File: src/rtl/serial_subtractor.sv
// Bit-serial subtractor: computes a - b one bit per clock, LSB first, with a
// single full-subtractor cell and a registered borrow. A start/done handshake
// frames each operation; a new start is accepted in IDLE or in the DONE cycle.
module serial_subtractor #(
  parameter int WIDTH = 8
) (
  input  logic             clk,
  input  logic             rst,
  input  logic             start,
  input  logic [WIDTH-1:0] a,
  input  logic [WIDTH-1:0] b,
  output logic             busy,
  output logic             done,
  output logic [WIDTH-1:0] diff,
  output logic             borrow_out,
  output logic             zero
);

  // Counter must hold WIDTH after the final bit without wrapping.
  localparam int CW = $clog2(WIDTH + 1);

  typedef enum logic [1:0] {
    IDLE  = 2'd0,
    SHIFT = 2'd1,
    DONE  = 2'd2
  } state_t;

  state_t           state;
  state_t           state_next;
  logic [WIDTH-1:0] opa;
  logic [WIDTH-1:0] opb;
  logic [WIDTH-1:0] res;
  logic [WIDTH-1:0] res_next;
  logic [CW-1:0]    cnt;
  logic             bin;
  logic             d;
  logic             bout;
  logic             last;
  logic             accept;

  // Full-subtractor cell on the current operand LSBs and the stored borrow.
  always_comb begin
    d        = opa[0] ^ opb[0] ^ bin;
    bout     = (~opa[0] & opb[0]) | (~(opa[0] ^ opb[0]) & bin);
    res_next = {d, res[WIDTH-1:1]};
    last     = (cnt == CW'(WIDTH - 1));
  end

  // State register.
  always_ff @(posedge clk or posedge rst) begin
    if (rst) state <= IDLE;
    else     state <= state_next;
  end

  // Next-state decode and handshake outputs; start is ignored while shifting.
  always_comb begin
    state_next = state;
    accept     = 1'b0;
    busy       = 1'b0;
    done       = 1'b0;
    case (state)
      IDLE: begin
        if (start) begin
          accept     = 1'b1;
          state_next = SHIFT;
        end
      end
      SHIFT: begin
        busy = 1'b1;
        if (last) state_next = DONE;
      end
      DONE: begin
        done = 1'b1;
        if (start) begin
          accept     = 1'b1;
          state_next = SHIFT;
        end
        else begin
          state_next = IDLE;
        end
      end
      default: state_next = IDLE;
    endcase
  end

  // Operand/result shift registers, borrow flop and bit counter.
  always_ff @(posedge clk or posedge rst) begin
    if (rst) begin
      opa <= '0;
      opb <= '0;
      res <= '0;
      cnt <= '0;
      bin <= 1'b0;
    end
    else if (accept) begin
      opa <= a;
      opb <= b;
      res <= '0;
      cnt <= '0;
      bin <= 1'b0;
    end
    else if (state == SHIFT) begin
      opa <= opa >> 1;
      opb <= opb >> 1;
      res <= res_next;
      cnt <= cnt + 1'b1;
      bin <= bout;
    end
  end

  // Result outputs update only on the edge that processes the last bit.
  always_ff @(posedge clk or posedge rst) begin
    if (rst) begin
      diff       <= '0;
      borrow_out <= 1'b0;
      zero       <= 1'b1;
    end
    else if ((state == SHIFT) && last) begin
      diff       <= res_next;
      borrow_out <= bout;
      zero       <= (res_next == '0);
    end
  end

endmodule

File: config.mk
export PLATFORM = sky130hd
export DESIGN_NAME = serial_subtractor
export DESIGN_NICKNAME = d
export VERILOG_FILES = /design/src/rtl/serial_subtractor.sv
export SDC_FILE = /design/constraint.sdc
export NUM_CORES = 1
export LEC_CHECK = 0
export ABC_AREA = 1
export CAP_MARGIN = 20
export CORE_MARGIN = 2
export CORE_UTILIZATION = 36
export DETAILED_ROUTE_END_ITERATION = 12
export PLACE_DENSITY = 0.69
export SYNTH_ARGS = -nofsm -noshare
export SYNTH_HDL_FRONTEND = slang
export SYNTH_SLANG_ARGS = --single-unit
File: constraint.sdc
create_clock -name clk -period 3.1 [get_ports clk]
set_clock_uncertainty 0.05 [all_clocks]
set_input_delay 0.62 -clock clk [delete_from_list [all_inputs] [get_ports clk]]
set_output_delay 0.62 -clock clk [all_outputs]
set_load 0.01 [all_outputs]
# Yosys cells after proc, flatten, opt, wreduce, memory -nomap -nowiden

Index checks and enable logic that the tools add are counted.

Logic and storage cells: 46
Bits of input ports: 19
Output and inout port bits: 12
Register bits: 41

Equal/unequal tests: 5
Bitwise logic cells: 7
Add/sub/neg operators: 1
Reductions and logical operators: 6
Muxes and demuxes: 18

Operators with widths:

| cell                                           | count |
|---|---|
| 2-to-1 mux 8 bit                               | 6 |
| zero test 8 bit                                | 1 |
| 2-to-1 mux 4 bit                               | 2 |
| 2-to-1 mux 1 bit                               | 7 |
| one-hot mux 2 bit (3 select lines)             | 1 |
| adder 4 x 1 -> 4 bit (second input constant)   | 1 |
| == test 4 x 3 -> 1 bit (second input constant) | 1 |
| 2-to-1 mux 2 bit                               | 2 |
| != test 2 bit (second input constant)          | 2 |
| AND 1 bit                                      | 2 |
| == test 2 x 1 -> 1 bit (second input constant) | 1 |
| == test 2 bit (second input constant)          | 1 |
| zero test 2 bit                                | 1 |
| inverter 1 bit                                 | 2 |
| AND reduction 2 bit                            | 1 |
| nonzero test 2 bit                             | 1 |
| OR reduction 2 bit                             | 1 |
| XOR 1 bit                                      | 2 |
| logical AND 1 bit                              | 1 |
| bitwise OR 1 bit                               | 1 |

# Longest topological paths before layout

Depth in word-level cells: 6
Gate-level depth with buffers: 7

# Worst setup path before layout

OpenSTA, ideal clock, no wires.

Kind: register to output
Start: register state[1]
End: output port busy
Arrival time: 0.792 ns
Cell stages (with the launch flop): 5
Data required time: 2.430 ns
Slack: 1.638 ns
Cell sequence: dfrtp_1 > inv_1 > nand2_2 > inv_4 > buf_2

Cells in the longest elaborated chain, start to end: 2

RTL lines:

| element                | line | text |
|---|---|---|
| start, declared        | 28   | `state_t state;` |
| start signal, assigned | 52   | `else state <= state_next;` |
| == test 2 x 1 -> 1 bit | 61   | `case (state)` |
| 2-to-1 mux 1 bit       | 61   |  |
| end, declared          | 12   | `output logic busy,` |

No other way between the ends.

# Worst setup path in the final report

Same ends and word-level chain as after synthesis.

==> flow_metrics.py <==
metrics = {
    "status": {
        "status": "finished, final reports clean",
    },
    "synthesis": {
        "syn_nets": 213,
        "ys_ff_latch": 40,
        "yosys.area.top_type_share": 0.562,
        "synth_compound_area_frac": 0.0858,
        "synth_fa_ha_area_frac": 0.0187,
        "yosysSeqAreaShare": 0.578,
        "yosysWarnings": 0,
        "ys_types": 20,
        "synth-xor-area-share": 0,
        "synth_top_family_by_area": "simple AND/OR/NAND/NOR gates",
        "yosys-top-cells-area": "dfrtp_1, nand2_1, nand3_1",
        "syn-cell-area_um2": 1740,
        "syn_inst": 192,
        "yosysTopAreaCell": "dfrtp_1",
        "avgSynthCellArea_um2": 9.04,
        "synth_mux_area_frac": 0,
        "synthSimpleGateAreaFrac": 0.247,
    },
    "global_route": {
        "antenna_found_initial": 0,
        "grt_pass1_vias": 1272,
        "grt_max_degree": 41,
        "grt_pass1_wl_um": 5380,
        "grt_use_total": 0.132,
        "grt_overflow": 0,
    },
    "pwr": {
        "power_switching_mw": 0.808,
        "pwr-share-comb": 0.420,
        "clockPowerShare": 0.162,
        "p_seq_frac": 0.418,
        "power_leakage_nw": 1.04,
        "swShare": 0.379,
        "internal_power_mw": 1.33,
        "p_per_area_nw_per_um2": 990,
        "finalPower_mw": 2.13,
        "peakVddDrop_mv": 0.383,
    },
    "critical_path": {
        "r2r_start": "state[0]",
        "worst-setup-path-type": "reg -> out",
        "startpoint_type": "flip-flop",
        "path_max_fanout": 18,
        "startpoint": "state[1]",
        "required_ns": 2.43,
        "cp.arrival_ns": 1.73,
        "critPathCaptureType": "output port",
    },
    "timing": {
        "grt_setup_unrepaired": "false",
        "max_slew_margin": 0.675,
        "clock.fmax_ghz": 0.417,
        "period_share": 0.774,
        "final.setup.tns_ns": 0,
        "hold_viol": 0,
        "tightestPinTransition_ns": 0.488,
        "final.min_clock_period_ns": 2.40,
        "setup_viol": 0,
        "report.final.slew_viol_count": 0,
    },
    "clocking": {
        "cts_sinks": 40,
        "cts.clk_slew.worst_paths_ns": 0.07,
        "cts_tree": "built",
        "cts.path.max_buffers": 2,
        "holdBufCountCts": 0,
        "cts_buffers": 5,
        "ctsRootBufferMaster": "clkbuf_8",
        "cts_max_level": 2,
        "insertion_delay_ns": 0.28,
        "cts_setup_buffers": 0,
        "ctsResizeCount": 0,
    },
    "drt": {
        "antenna_left": 0,
        "drc_errors": 0,
        "routedWlPerCell_um": 10.9,
        "viasPerCell": 4.61,
        "wirelength_um": 3030,
        "vias": 1285,
        "drt_iter0_markers": 86,
        "first_pass_iters": 4,
    },
    "placement": {
        "port_buffers": 30,
        "gp_congestion": 0.697,
        "hpwl_um": 2080,
    },
    "floorplan": {
        "die_h_um": 73.4,
        "core_area_um2": 4690,
        "die_w_um": 73.4,
        "core.rowCount": 25,
        "io_pins": 31,
        "start_util": 0.370,
        "die-area_um2": 5390,
    },
    "hold_path": {
        "hp-class": "reg -> reg",
        "hp-start": "zero",
    },
    "final_layout": {
        "diodes": 0,
        "area_growth_pct": 24.2,
        "fin_nets": 245,
        "layout-drive-gt1-share": 0.107,
    },
    "flow_run": {
        "cap_violations": 0,
    },
}
-- Yosys cell counts --
master,number
inv_4,1
inv_1,18
nor2_1,10
nand2_2,3
fa_1,1
nor2_4,1
o21ai_2,9
buf_4,1
o22ai_1,8
a21oi_1,1
buf_2,3
nand3_1,16
dfstp_2,1
buf_6,2
dfrtp_1,39
nand2_1,72
inv_2,1
ha_1,1
o21ai_0,3
nand2_4,1
-- path summary, 6_finish.rpt --
kind	to	slack [ns]	depth (start not counted)
max	busy	0.70	4
min	zero	0.42	2
max reg2reg	opb[0]	1.52	5
min reg2reg	zero	0.42	2
max in group asynchronous	zero	1.94	3
min in group asynchronous	borrow_out	0.70	3
-- power by group through the flow --
stage	Sequential [mW]	Clock, mW	Combinational [mW]
floorplan	0.910	0	0.634
detailed placement	0.902	0	0.910
global placement	0.897	0	0.890
finish	0.891	0.346	0.897
global route	0.921	0.384	1.02
CTS	0.893	0.363	0.913
-- per-stage QoR --
stage	instance area [um^2]	hold WS [ns]	setup WS, ns	util	instances
2_1_floorplan	1740	0.392	1.51	-	192
3_3_place_gp	2070	0.409	1.02	0.440	271
3_5_place_dp	2070	0.411	0.987	0.440	271
4_1_cts	2160	0.423	0.680	0.459	279
5_1_grt	2160	0.443	0.628	0.459	279
6_report	2160	0.420	0.702	0.459	279
-- worst max-delay path: stages, from the launching register on --
cell and delay [ns]:
dfrtp_1 0.37, inv_1 0.08, nand2_2 0.18, inv_4 0.24, clkdlybuf4s50_1 0.58
-- per-layer routing --
layer / track usage / up-vias / share of wire / wire length (um)
met3: 0.0453 / 7 / 0.052 / 159
met4: 0.0545 / 0 / 0.019 / 57
met1: 0.163 / 580 / 0.46 / 1400
li1: - / 664 / - / -
met5: 0 / - / 0 / 0
met2: 0.211 / 34 / 0.47 / 1410
-- flip-flops by register name (all words and copies together), names as in the netlist --
name	cells
bin	1
borrow_out	1
cnt	4
diff	8
opa	8
opb	8
res	7
state	2
zero	1
-- cells by family after synthesis --
| kind of cell | Yosys count |
|---|---|
| AND/OR/NAND/NOR | 103 |
| buffers and inverters | 26 |
| flip-flops | 40 |
| adder cells (fa/ha/maj) | 2 |
| AO/OA/AOI/OAI | 21 |
-- placed cells by master (no fill, tap or decap), drive strengths merged --
| cell type | instances |
|---|---|
| fa | 1 |
| inv | 20 |
| nand2 | 76 |
| buf | 1 |
| clkbuf | 8 |
| o22ai | 8 |
| dfstp | 1 |
| nor2 | 11 |
| nand3 | 16 |
| dfrtp | 39 |
| a21oi | 1 |
| o21ai | 12 |
| ha | 1 |
| clkdlybuf4s50 | 30 |
-- cell type report --
| cell class | count | area, um^2 |
|---|---|---|
| Sequential cell | 40 | 1000 |
| Clock buffer | 8 | 90.1 |
| Tap cell | 54 | 67.6 |
| Fill cell | 475 | 2540 |
| Multi-Input combinational cell | 126 | 611 |
| Inverter | 20 | 77.6 |
| Timing Repair Buffer | 31 | 308 |
(Power assumes the default switching activity.)
==> RTL change 1, RTL diff (same settings) <==
Register the output `zero` once more; this adds one clock of latency there. The other outputs are not delayed to match.
--- a/src/rtl/serial_subtractor.sv
+++ b/src/rtl/serial_subtractor.sv
@@ -24,6 +24,8 @@
     SHIFT = 2'd1,
     DONE  = 2'd2
   } state_t;
+
+  logic zero_s0;
 
   state_t           state;
   state_t           state_next;
@@ -113,13 +115,17 @@
     if (rst) begin
       diff       <= '0;
       borrow_out <= 1'b0;
-      zero       <= 1'b1;
+      zero_s0    <= 1'b1;
     end
     else if ((state == SHIFT) && last) begin
       diff       <= res_next;
       borrow_out <= bout;
-      zero       <= (res_next == '0);
+      zero_s0    <= (res_next == '0);
     end
+  end
+
+  always_ff @(posedge clk) begin
+    zero <= zero_s0;
   end
 
 endmodule
Check against the original RTL: not equivalent (a bounded check fails within 10 cycles, from zero or initial values and one cycle with rst high).
==> RTL change 1 against the unedited design <==
  * Worst setup slack worse by 0.0046 ns
  * Critical path depth unchanged
  * Highest routed layer unchanged
  * Via count down 0.31%
  * Global-route usage up 0.59 points
  * First-iteration DRC count down 12%
  * Sequential cell count up 1
  * Combinational power about the same
  * Worst hold slack worse by 0.060 ns
  * Die area up 1.1%
  * Largest power group is now sequential cells
  * Wire length up 3.6%
  * Final area up 3.7%
  * Critical path type unchanged
  * Power up 6.0%
  * Area after synthesis up 1.2%
==> RTL change 1: results (changes against the unedited design) <==
[timing]
fin_worst_hold_slack_ns = 0.3597  ; -0.06027 ns
maximum_frequency_from_static_timing_analysis_mhz = 416.2  ; -0.19%
timing_worst_slew_pin_value_ns = 0.7557  ; +0.2676 ns

[placed_design]
placedInstanceArea_um2 = 2115  ; +2.4%
number_of_instances_in_the_placed_design = 285  ; +5.2%
dp_worst_setup_slack_ns = 0.9999  ; +0.01328 ns
place.detailed.hpwl_um = 2162  ; +3.8%
gp_routability_congestion = 0.6993  ; +0.37%

[grt]
first_pass_grt_wire_length_um = 5575  ; +3.6%
grt_start_max_net_pins = 23  ; -44%

[setup_path]
setup.worst_path.start = state[1]
critical-path-slowest-cell = sky130_fd_sc_hd__clkdlybuf4s50_1
critPathArrivalTime_ns = 1.73  ; about the same
r2r_slack_ns = 1.52  ; about the same
regToRegEndpoint = cnt[2]

[logic_synthesis]
proportion_of_synthesized_chip_area_in_sequential_cells_pct = 58.23  ; +0.48 points
synth-compound-area-share_pct = 8.482  ; -0.098 points
synth.lib_cells_used.distinct = 21  ; +5.0%
synthTopCellsByArea = sky130_fd_sc_hd__dfrtp_1 56%, sky130_fd_sc_hd__nand2_1 15%, sky130_fd_sc_hd__nand3_1 4.6%
post_synthesis_cell_count = 193  ; +0.52%
synth.net_count = 214  ; +0.47%
async_flop_share_pct = 97.56  ; -2.4 points
post_synth_fa_ha_maj_area_fraction_pct = 1.853  ; -0.021 points

[run_status]
outcome = complete, no violations

[layout]
final_area_um2 = 2235  ; +3.7%
numnets_final = 246  ; +0.41%
num-fill-cells = 460  ; -3.2%
post_route_cells_drive_above_1_share_pct = 11.50  ; +0.84 points

[min_path]
timing.hold.worst_endpoint = zero
min_delay_startpoint = zero_s0
holdPathStages = 0  ; -2

[detailed_routing]
vias_per_cell = 4.372  ; -5.1%
wire_per_inst_um = 10.71  ; -1.4%
num_vias = 1281  ; -0.31%
detail_route.iter0.violations = 76  ; -12%

[power]
irDropWorstVdd_v = 0.0003316  ; -13%

RTL change 1: cell count changes after synthesis, sizes merged:
cell	change
dfxtp	+1
RTL change 1: where the power goes:
| group | leakage (µW) | internal (µW) | switching, µW |
|---|---|---|---|
| Clock | 0.0000574 | 262 | 186 |
| Sequential | 0.000510 | 779 | 136 |
| Combinational | 0.000500 | 385 | 514 |
RTL change 1: routing by layer:
metal	wire length (µm)	part of all wire, %	track usage, %	vias up
li1	-	-	-	665
met4	48	1.5	5.455	0
met2	1368	44	21.92	38
met1	1561	50	17.26	572
met3	158	5.0	4.527	6
met5	0	0	0	-
RTL change 1: cell type report:
class	instances	area share, %
timing repair buffer	31	14.33
inverter	20	3.471
sequential	41	45.74
tap	67	3.751
clock buffer	6	3.695
clock inverter	2	1.680
multi-input combinational	126	27.32
RTL change 1: cell families (layout without fill, tap and decap cells):
family          count (synthesis)  in the layout
simple gates                  103            103
flops                          41             41
buf+inv                        26             59
compound gates                 21             21
fa+ha+maj                       2              2
==> RTL change 2, RTL diff (same settings) <==
Made on the original files. Change the parameter `WIDTH` from 8 to 16.
--- a/src/rtl/serial_subtractor.sv
+++ b/src/rtl/serial_subtractor.sv
@@ -2,7 +2,7 @@
 // single full-subtractor cell and a registered borrow. A start/done handshake
 // frames each operation; a new start is accepted in IDLE or in the DONE cycle.
 module serial_subtractor #(
-  parameter int WIDTH = 8
+  parameter int WIDTH = 16
 ) (
   input  logic             clk,
   input  logic             rst,
Interface: changed (resized a, b and diff); port bits go from 31 to 55. The function was not compared with the original's and may differ.
==> RTL change 2 against the unedited design <==
  * First-iteration DRC count is 56% higher
  * Worst setup slack lost 0.023 ns
  * Area after synthesis grew 73%
  * Cell count is 77% higher
  * Core utilization rose by 1.0 points
  * Sequential cell count increased by 33
  * Power is 76% higher
  * Final area grew 78%
  * Critical path depth stayed put
  * Combinational power rose by 52%
  * Maximum frequency down 0.95%
  * Wire length up 94%
==> RTL change 2: results (changes against the unedited design) <==
[logic_synthesis]
synthTopCellsByArea = sky130_fd_sc_hd__dfrtp_1 60%, sky130_fd_sc_hd__nand2_1 15%, sky130_fd_sc_hd__nand3_1 4.5%
synth_commonest_cells = 117 x sky130_fd_sc_hd__nand2_1, 72 x sky130_fd_sc_hd__dfrtp_1, 30 x sky130_fd_sc_hd__inv_1, 27 x sky130_fd_sc_hd__nand3_1, 18 x sky130_fd_sc_hd__o22ai_1
async_flop_share_pct = 100.0  ; unchanged
proportion_of_synthesized_chip_area_in_sequential_cells_pct = 60.80  ; +3.0 points
synth.net_count = 372  ; +75%
synth.lib_cells_used.distinct = 19  ; -5.0%

[setup_path]
critical_path.reg2reg.startpoint = state[1]
r2r_slack_ns = 0.99  ; -0.53 ns
timing.critical_path.slowest_cell_delay_ns = 0.54  ; -0.04 ns
regToRegEndpoint = zero
worst_case_reg_to_reg_path_depth = 8  ; +3
timing.critical_path.fanout_max = 23  ; +5
critPathArrivalTime_ns = 1.75  ; +0.02 ns

[grt]
grt.total_usage_pct = 14.04  ; +0.85 points
first_global_vias = 2229  ; +75%
first_pass_grt_wire_length_um = 9873  ; +83%

[placed_design]
io_buffer_count = 54  ; +80%
gp_routability_congestion = 0.7535  ; +8.2%
placedInstanceArea_um2 = 3623  ; +75%
place.detailed.hpwl_um = 3843  ; +85%

[power]
leakagePower_uw = 0.001813  ; +74%
irDropWorstVdd_v = 0.0003482  ; -9.0%

[clock_tree]
tritoncts.num_buffers = 9  ; +4
h-tree-depth = 3  ; +1
clock_insertion_delay_worst_skew_ns = 0.34  ; +0.06 ns

[timing]
timing_worst_slew_pin_value_ns = 0.6084  ; +0.1204 ns

[run_status]
outcome = complete, no violations

[detailed_routing]
detail_route.iter0.violations = 134  ; +56%
route.met3.wl_um = 301  ; +89%
wl_met2_um = 2739  ; +94%
wire_per_inst_um = 11.89  ; +9.6%
met1_routed_length_um = 2798  ; +100%
vias_per_cell = 4.713  ; +2.3%

[layout]
numnets_final = 424  ; +73%
post_route_cells_drive_above_1_share_pct = 6.923  ; -3.7 points
registers_with_the_most_flip_flops = diff: 16 flops, opa: 16 flops, opb: 16 flops

[RTL change 2: changes by cell type after synthesis, moves of 9 or more]
cell / unedited run / this run
sky130_fd_sc_hd__nand2_1: 72 / 117
sky130_fd_sc_hd__dfrtp_1: 39 / 72
sky130_fd_sc_hd__o21ai_1: 0 / 17
sky130_fd_sc_hd__inv_1: 18 / 30
sky130_fd_sc_hd__nand3_1: 16 / 27
sky130_fd_sc_hd__o22ai_1: 8 / 18
sky130_fd_sc_hd__buf_2: 3 / 12
sky130_fd_sc_hd__o21ai_2: 9 / 0
[RTL change 2: stage by stage]
step | setup slack, ns | hold slack, ns | total power [µW] | std cells
4_1_cts | 0.6649 | 0.4228 | 3785 | 495
5_1_grt | 0.6000 | 0.4500 | 4058 | 495
6_report | 0.6787 | 0.4268 | 3745 | 495
3_5_place_dp | 0.7583 | 0.4099 | 2962 | 480
3_3_place_gp | 0.7991 | 0.4066 | 2913 | 480
2_1_floorplan | 0.5784 | 0.3994 | 2522 | 334
[RTL change 2: where the power goes]
| group | total (µW) | leakage, µW | switching, µW | internal, µW |
|---|---|---|---|---|
| Clock | 808 | 0.000104 | 339 | 469 |
| Combinational | 1360 | 0.000827 | 764 | 593 |
| Sequential | 1580 | 0.000881 | 209 | 1370 |
[RTL change 2: cell families (layout without fill, tap and decap cells)]
group / after synthesis / count (layout) / share of synthesized area, %
buffers and inverters: 49 / 105 / 7.116
AND/OR/NAND/NOR: 162 / 162 / 21.68
flip-flops: 73 / 73 / 60.80
adder cells (fa/ha/maj): 3 / 3 / 1.498
AO/OA/AOI/OAI: 47 / 47 / 8.905
[RTL change 2: how the worst max path moves through the flow]
| stage | cells after the start | to | slack [ns] | startpoint |
|---|---|---|---|---|
| 2_1_floorplan | 1 | bin | 0.58 | rst |
| 3_3_place_gp | 6 | opb[14] | 0.80 | start |
| 3_5_place_dp | 6 | opb[14] | 0.76 | start |
| 4_1_cts | 4 | busy | 0.66 | state[1] |
| 5_1_grt | 4 | busy | 0.60 | state[1] |
| 6_report | 4 | busy | 0.68 | state[1] |
[RTL change 2: cell type report]
class | count | area, µm² | area share [%]
clock buffer | 10 | 137.6 | 3.583
clock inverter | 5 | 80.08 | 2.085
inverter | 33 | 123.9 | 3.225
multi-input combinational | 212 | 964.7 | 25.11
sequential | 73 | 1828 | 47.59
tap | 105 | 131.4 | 3.420
timing repair buffer | 57 | 575.6 | 14.98
[RTL change 2: routing by layer]
metal	vias up	GRT usage, %
met5	-	0
li1	1170	-
met1	1106	17.85
met2	53	22.71
met3	4	4.822
met4	0	4.286
